## config.mk

```make
export PLATFORM = sky130hd
export DESIGN_NAME = rx_packet_parser
export DESIGN_NICKNAME = d
export VERILOG_FILES = /design/src/rtl/rx_packet_parser.sv
export SDC_FILE = /design/constraint.sdc
export NUM_CORES = 1
export LEC_CHECK = 0
export CORE_MARGIN = 10
export CORE_UTILIZATION = 48
export CTS_CLUSTER_SIZE = 40
export DETAILED_ROUTE_END_ITERATION = 10
export GPL_TIMING_DRIVEN = 0
export HOLD_SLACK_MARGIN = 0.08
export PLACE_DENSITY = 0.75
export SETUP_SLACK_MARGIN = 0.2
export SLEW_MARGIN = 40
export SYNTH_ARGS = -nofsm -noshare
export SYNTH_HDL_FRONTEND = slang
export SYNTH_SLANG_ARGS = --single-unit
```

## constraint.sdc

```tcl
create_clock -name intclk -period 2.4 [get_ports intclk]
set_clock_uncertainty 0.2 [all_clocks]
set_input_delay 0.48 -clock intclk [delete_from_list [all_inputs] [get_ports intclk]]
set_output_delay 0.48 -clock intclk [all_outputs]
set_load 0.01 [all_outputs]
```

## src/rtl/rx_packet_parser.sv

```systemverilog
// Reassembles a byte-serial packet stream (ASCII-hex or raw binary framing) into a parallel word.
// Optional define RX_PACKET_TIMEOUT_EN builds the mid-packet idle timeout and timeout_err.
//
// state | meaning
// IDLE  | waiting for the first byte of a packet
// RECV  | packet partially received
// SKIP  | bad hex character seen, discarding up to the next 0x0D
module rx_packet_parser #(
  parameter int RESOLUTION     = 256,
  parameter int BINARY         = 0,
  parameter int TIMEOUT_CYCLES = 65535
) (
  input  logic                  intclk,
  input  logic                  reset,
  input  logic [7:0]            rxreg,
  input  logic                  rxif,
  output logic [RESOLUTION-1:0] data_out,
  output logic                  data_valid,
  output logic                  char_err,
  output logic                  length_err,
  output logic                  timeout_err,
  output logic                  busy,
  output logic [15:0]           packet_count
);

  localparam int CW = $clog2(RESOLUTION/4) + 2;
  localparam logic [CW-1:0] NIB_FULL  = CW'(RESOLUTION/4);
  localparam logic [CW-1:0] NIB_SAT   = CW'(RESOLUTION/4 + 1);
  localparam logic [CW-1:0] BYTE_LAST = CW'(RESOLUTION/8 - 1);
  localparam logic [CW-1:0] CNT_ONE   = CW'(1);

  typedef enum logic [1:0] {IDLE, RECV, SKIP} state_t;

  state_t                state, state_nxt;
  logic [RESOLUTION-1:0] sr, sr_nxt, dout_nxt;
  logic [CW-1:0]         cnt, cnt_nxt;
  logic [15:0]           pcnt_nxt;
  logic                  valid_nxt, cerr_nxt, lerr_nxt, terr_nxt;
  logic [3:0]            nib;
  logic                  legal;
  logic                  expire;

  assign busy = (state != IDLE);

`ifdef RX_PACKET_TIMEOUT_EN
  // Down-counter reloaded by every byte; expiry is the cycle it sits at zero while busy.
  logic [19:0] tmr, tmr_nxt;

  always_comb begin
    tmr_nxt = tmr;
    expire  = 1'b0;
    if (rxif)
      tmr_nxt = 20'(TIMEOUT_CYCLES - 1);
    else if (busy) begin
      if (tmr == 20'd0) expire = 1'b1;
      else              tmr_nxt = tmr - 20'd1;
    end
  end

  always_ff @(posedge intclk) begin
    if (reset) tmr <= '0;
    else       tmr <= tmr_nxt;
  end
`else
  assign expire = 1'b0;
`endif

  always_comb begin
    legal = 1'b1;
    nib   = 4'h0;
    if (rxreg >= 8'h30 && rxreg <= 8'h39)
      nib = rxreg[3:0];
    else if ((rxreg >= 8'h41 && rxreg <= 8'h46) || (rxreg >= 8'h61 && rxreg <= 8'h66))
      nib = rxreg[3:0] + 4'd9;
    else
      legal = 1'b0;
  end

  always_comb begin
    state_nxt = state;
    sr_nxt    = sr;
    cnt_nxt   = cnt;
    dout_nxt  = data_out;
    pcnt_nxt  = packet_count;
    valid_nxt = 1'b0;
    cerr_nxt  = 1'b0;
    lerr_nxt  = 1'b0;
    terr_nxt  = 1'b0;
    if (rxif) begin
      if (BINARY != 0) begin
        sr_nxt = {sr[RESOLUTION-9:0], rxreg};
        if (state == RECV && cnt == BYTE_LAST) begin
          dout_nxt  = sr_nxt;
          valid_nxt = 1'b1;
          pcnt_nxt  = packet_count + 16'd1;
          state_nxt = IDLE;
          cnt_nxt   = '0;
        end else begin
          state_nxt = RECV;
          cnt_nxt   = (state == RECV) ? cnt + CNT_ONE : CNT_ONE;
        end
      end else begin
        case (state)
          IDLE, RECV: begin
            if (rxreg == 8'h0A) begin
              state_nxt = state;
            end else if (rxreg == 8'h0D) begin
              if (state == RECV) begin
                state_nxt = IDLE;
                if (cnt == NIB_FULL) begin
                  dout_nxt  = sr;
                  valid_nxt = 1'b1;
                  pcnt_nxt  = packet_count + 16'd1;
                end else begin
                  lerr_nxt = 1'b1;
                end
              end
            end else if (legal) begin
              sr_nxt    = {sr[RESOLUTION-5:0], nib};
              state_nxt = RECV;
              if (state == IDLE)      cnt_nxt = CNT_ONE;
              else if (cnt != NIB_SAT) cnt_nxt = cnt + CNT_ONE;
            end else begin
              cerr_nxt  = 1'b1;
              state_nxt = SKIP;
            end
          end
          default: begin
            if (rxreg == 8'h0D) state_nxt = IDLE;
          end
        endcase
      end
    end else if (expire) begin
      state_nxt = IDLE;
      terr_nxt  = 1'b1;
    end
  end

  always_ff @(posedge intclk) begin
    if (reset) begin
      state        <= IDLE;
      sr           <= '0;
      cnt          <= '0;
      data_out     <= '0;
      data_valid   <= 1'b0;
      char_err     <= 1'b0;
      length_err   <= 1'b0;
      timeout_err  <= 1'b0;
      packet_count <= '0;
    end else begin
      state        <= state_nxt;
      sr           <= sr_nxt;
      cnt          <= cnt_nxt;
      data_out     <= dout_nxt;
      data_valid   <= valid_nxt;
      char_err     <= cerr_nxt;
      length_err   <= lerr_nxt;
      timeout_err  <= terr_nxt;
      packet_count <= pcnt_nxt;
    end
  end

endmodule

```

Yosys cells after proc, flatten, opt, wreduce, memory -nomap -nowiden:

Cells that the tools add are included.

* bits in registers: 541
* input port bits: 11

* $add $sub $neg: 3
* magnitude comparators: 6
* equality and inequality tests: 7
* mux-type cells: 15
* bitwise gates (word level): 5
* reductions and logical operators: 15

Operator list (count)
* adder 16 x 1 -> 16 bit (second input constant): 1
* equality test 8 x 4 -> 1 bit (second input constant): 2
* >= comparator 8 x 7 -> 1 bit (second input constant): 2
* <= comparator 8 x 7 -> 1 bit (second input constant): 2
* two-way mux 8 bit: 2
* two-way mux 2 bit: 6
* AND reduction 6 bit: 2
* adder 8 x 1 -> 8 bit (second input constant): 1
* equality test 8 x 7 -> 1 bit (second input constant): 1
* >= comparator 8 x 6 -> 1 bit (second input constant): 1
* <= comparator 8 x 6 -> 1 bit (second input constant): 1
* two-way mux 4 bit: 2
* inequality test 8 x 7 -> 1 bit (second input constant): 1
* nonzero test 2 bit: 3
* OR reduction 6 bit: 1
* two-way mux 1 bit: 5
* inverter 1 bit: 5
* AND reduction 5 bit: 1
* OR reduction 5 bit: 1
* adder 4 bit (second input constant): 1
* AND reduction 4 bit: 1
* logical AND 1 bit: 3
* inequality test 3 bit (second input constant): 1
* equality test 2 x 1 -> 1 bit (second input constant): 1
* other kinds (4): 4

Logic depth before layout (Yosys ltp):

* depth in word-level cells: 9
* gate-level depth with buffers: 10
* depth with buffers taken out: 7

Worst setup path after synthesis:

OpenSTA, ideal clock, no wires.

* path type: input to register
* from: in rxreg[0]
* to: reg sr[100]
* arrival: 2359 ps
* data required time: 2130 ps
* path slack: -229 ps
* stages on the path: 10
* path through: inv_1 > ha_1 > inv_1 > o311ai_0 > a21o_1 > clkbuf_1 > clkbuf_1 > clkbuf_1 > nand2_1 > a21oi_1

* word-level cells in the longest chain between the ends: 6

Ends and longest elaborated chain
* start: declaration: RTL line 15 `input logic [7:0] rxreg,`
* >= comparator 8 x 7 -> 1 bit or <= comparator 8 x 7 -> 1 bit (tied branches): RTL line 73 `else if ((rxreg >= 8'h41 && rxreg <= 8'h46) || (rxreg >= 8'h61 && rxreg <= 8'h66))`
* logical AND 1 bit: RTL line 73
* logical OR 1 bit: RTL line 73
* two-way mux 1 bit: RTL line 73
* two-way mux 1 bit: RTL line 71 `if (rxreg >= 8'h30 && rxreg <= 8'h39)`
* AND reduction 5 bit (no source line) (*)
* end signal: assignment: RTL line 152 `sr <= sr_nxt;`
* end: declaration: RTL line 35 `logic [RESOLUTION-1:0] sr, sr_nxt, dout_nxt;`

Mark *: on every way between the ends. The rest lies on a longest branch, timed or not.
A chain may end at the register's enable or synchronous reset.

Final worst setup path:

* from: in rxreg[4]
* to: reg data_out[31]

* word-level cells in the longest chain between the ends: 3

Ends and longest elaborated chain
* equality test 8 x 4 -> 1 bit: RTL line 105 `if (rxreg == 8'h0A) begin`
* inverter 1 bit (no source line)
* AND reduction 6 bit (no source line) (*)
* end signal: assignment: RTL line 154 `data_out <= dout_nxt;`
* end: declaration: RTL line 17 `output logic [RESOLUTION-1:0] data_out,`

Marked as above.

==> qor.yml <==
synth_area_per_cell_um2: 7.881
crit_path_end_kind: "register"
die_area_um2: 48060
timing.rr.end: "data_out[31]"
clock_latency_ns: 0.59
drc: 0
detail-route-antenna-nets: 0
wl_per_cell_um: 18.67
r2r_slack_ns: -0.06
place_congestion: 0.8599
holdPathStages: 4
grt_max_degree: 15
whs_endpoint: "sr[0]"
tritoncts.num_buffers: 54
dpl.hpwl_mm: 39.34
antenna_found_initial: 1
clk_pin_slew_worst_paths_ns: 0.06
yosysSeqAreaShare_pct: 56.85
gr-total-overflow: 0
cts_tree: "yes"
p_leak_nw: 9.858
status: "finished with violations"
first_pass_iters: 6
fp.dieW_um: 219.2
cts.hold.buffers_added: 0
critPathRequiredTime_ns: 2.70
drive_above_1_share_pct: 21.53
vias_per_cell: 5.388
dr_wl_met3_mm: 4.840
yosys_register_bits: 541
fillers: 2722
num_vias: 18334
design_power_total_mw: 18.00
hold_start: "rxreg[0]"
ys.flop_type: "dfxtp_1"
dieHeight_um: 219.2
yosys_warnings: 0
relSlewSlack_pct: 43.98
boundaryPins: 288
finalCriticalPeriod_ns: 2.474
dr_wl_met2_mm: 31.44
power.density_nw_per_um2: 636.3
clockRootBuffer: "clkbuf_16"
num_rows: 72
clockBufferDepth: 3
syn_nets: 2436
routed_wl_mm: 63.55
synthArstFlopShare_pct: 0
grt_setup_unrepaired: "yes"
cp_max_fo: 7
grt_usage_pct: 23.54
mostFrequentLayoutCell: "nand2_1"
nets: 2859
finish.utilization_pct: 72.68
layout_common_cells: "855 x nand2_1, 538 x dfxtp_1, 401 x a21oi_1"
arrival_ns: 2.78
core_um2: 38920
hold_viol_final: 0
worst_slack_ns: -0.07381
tightest_slew_ns: 0.8382
min_path_type: "primary input to register"
drv_slew: 0
drt-met1-wl_mm: 24.99
maxCapViolCount: 0
netlist_area_um2: 19050
port_buffers: 285
topRoutingLayerUsed: "met4"
vdd_drop_max_mv: 0.5127
grt_pass1_vias: 17546
max_freq_mhz: 404.2
drt_first_iter_violations: 1393
htreeDepth: 2
ys_types: 47
crit_type: "primary input to register"
grt_first_pass_wirelength_mm: 91.84
violations: "setup timing"
synth_edf_count: 0
start_kind: "primary input"
reg2regPathDepth: 10
regToRegStartpoint: "cnt[3]"
area_growth_pct: 48.48
synthCells: 2417
period_share_pct: 103.1
finalSetupViolations: 68
initial_core_util_pct: 48.95
clock_sinks: 541
-- cell type report --
class | instances | area [um^2] | share of cell area, %
sequential | 541 | 10830 | 38.30
multi-input combinational | 1690 | 9081 | 32.11
timing repair buffer | 366 | 4158 | 14.70
buffer | 178 | 1698 | 6.003
clock buffer | 81 | 1584 | 5.600
tap | 518 | 648.1 | 2.291
clock inverter | 19 | 226.5 | 0.8007
inverter | 9 | 52.55 | 0.1858
antenna | 1 | 2.502 | 0.008847
-- timing repair --
| item | in CTS | in global routing |
|---|---|---|
| gates resized for setup | 291 | 438 |
| cloned | 19 | 18 |
| endpoints found under the setup margin | 641 | 711 |
| pin swaps | 80 | 109 |
| setup buffers | 33 | 12 |
-- stage by stage --
step	hold WS, ns	TNS (ns)	cells	instance area, um^2	setup WS [ns]
floorplan	0.2366	-9.607	2417	19410	-0.08951
finish	0.1695	-1.567	3403	28280	-0.07381
detailed placement	0.2428	-657.76	3220	22910	-1.487
global route	0.1848	-6.602	3403	28280	-0.1222
CTS	0.1422	0	3372	26450	0.007031
global placement	0.2399	-674.55	3220	22910	-1.656
-- cell families after synthesis --
| family | Yosys count | share of synthesized area, % |
|---|---|---|
| AO/OA/AOI/OAI | 566 | 15.33 |
| multiplexers | 2 | 0.1182 |
| flip-flops | 541 | 56.85 |
| adder cells (fa/ha/maj) | 8 | 0.5255 |
| other | 1 | 0.01969 |
| XOR/XNOR | 4 | 0.1839 |
| AND/OR/NAND/NOR | 1108 | 22.88 |
| buffers and inverters | 187 | 4.092 |
-- worst max path at each step --
| stage | end | slack, ns | start | cells past startpoint |
|---|---|---|---|---|
| 3_5_place_dp | data_out[202] | -1.49 | rxreg[3] | 8 |
| 4_1_cts | packet_count[6] | 0.007 | packet_count[6] | 1 |
| 5_1_grt | data_out[31] | -0.12 | rxreg[4] | 12 |
| 6_report | data_out[31] | -0.07 | rxreg[4] | 12 |
| 3_3_place_gp | data_out[206] | -1.66 | rxreg[1] | 9 |
| 2_1_floorplan | packet_count[7] | -0.09 | rxreg[6] | 6 |
-- routing by layer --
metal	global-route usage [%]	vias up
li1	-	8751
met1	27.19	8788
met2	40.44	657
met3	6.327	138
met4	9.906	0
met5	0	-
-- sequential cells by signal, indices dropped and copies added (netlist names) --
signal        count
char_err          1
cnt               8
data_out        256
data_valid        1
length_err        1
packet_count     16
sr              256
state             2
-- critical path, cell delays in order --
cell           delay, ns
dlygate4sd2_1       0.29
or4b_4              0.58
nor3_4              0.25
buf_4               0.16
and3_4              0.19
buf_12              0.14
buf_12              0.11
buf_16              0.12
buf_12              0.11
buf_8               0.12
nand2_2             0.06
a21oi_1             0.15
-- where the power goes --
group	internal, mW	switching, mW
clock network	5.09	3.52
logic	0.0944	0.308
registers	8.98	0.00553
total	14.2	3.83
-- synthesized netlist by cell type, drive strengths merged, types with 2 or more instances --
| cell type | instances | area [um^2] |
|---|---|---|
| mux2 | 2 | 22.52 |
| nor2b | 2 | 12.51 |
| and4 | 4 | 35.03 |
| o31ai | 8 | 60.06 |
| a21oi | 529 | 2648 |
| xor2 | 2 | 17.52 |
| buf | 51 | 269.0 |
| dfxtp | 541 | 10830 |
| or3 | 3 | 18.77 |
| a211oi | 5 | 37.54 |
| and3 | 4 | 25.02 |
| nor4b | 2 | 17.52 |
| nand3 | 8 | 45.04 |
| and2 | 3 | 18.77 |
| inv | 9 | 33.78 |
| nor2 | 14 | 52.55 |
| a311oi | 3 | 26.28 |
| nand2b | 3 | 18.77 |
| nor3 | 10 | 72.57 |
| nand4 | 6 | 37.54 |
| ha | 8 | 100.1 |
| clkbuf | 127 | 476.7 |
| nand2 | 1034 | 3881 |
| xnor2 | 2 | 17.52 |
| or4 | 11 | 82.58 |
| o21ai | 9 | 45.04 |
Power figures use the tool's default switching activity.
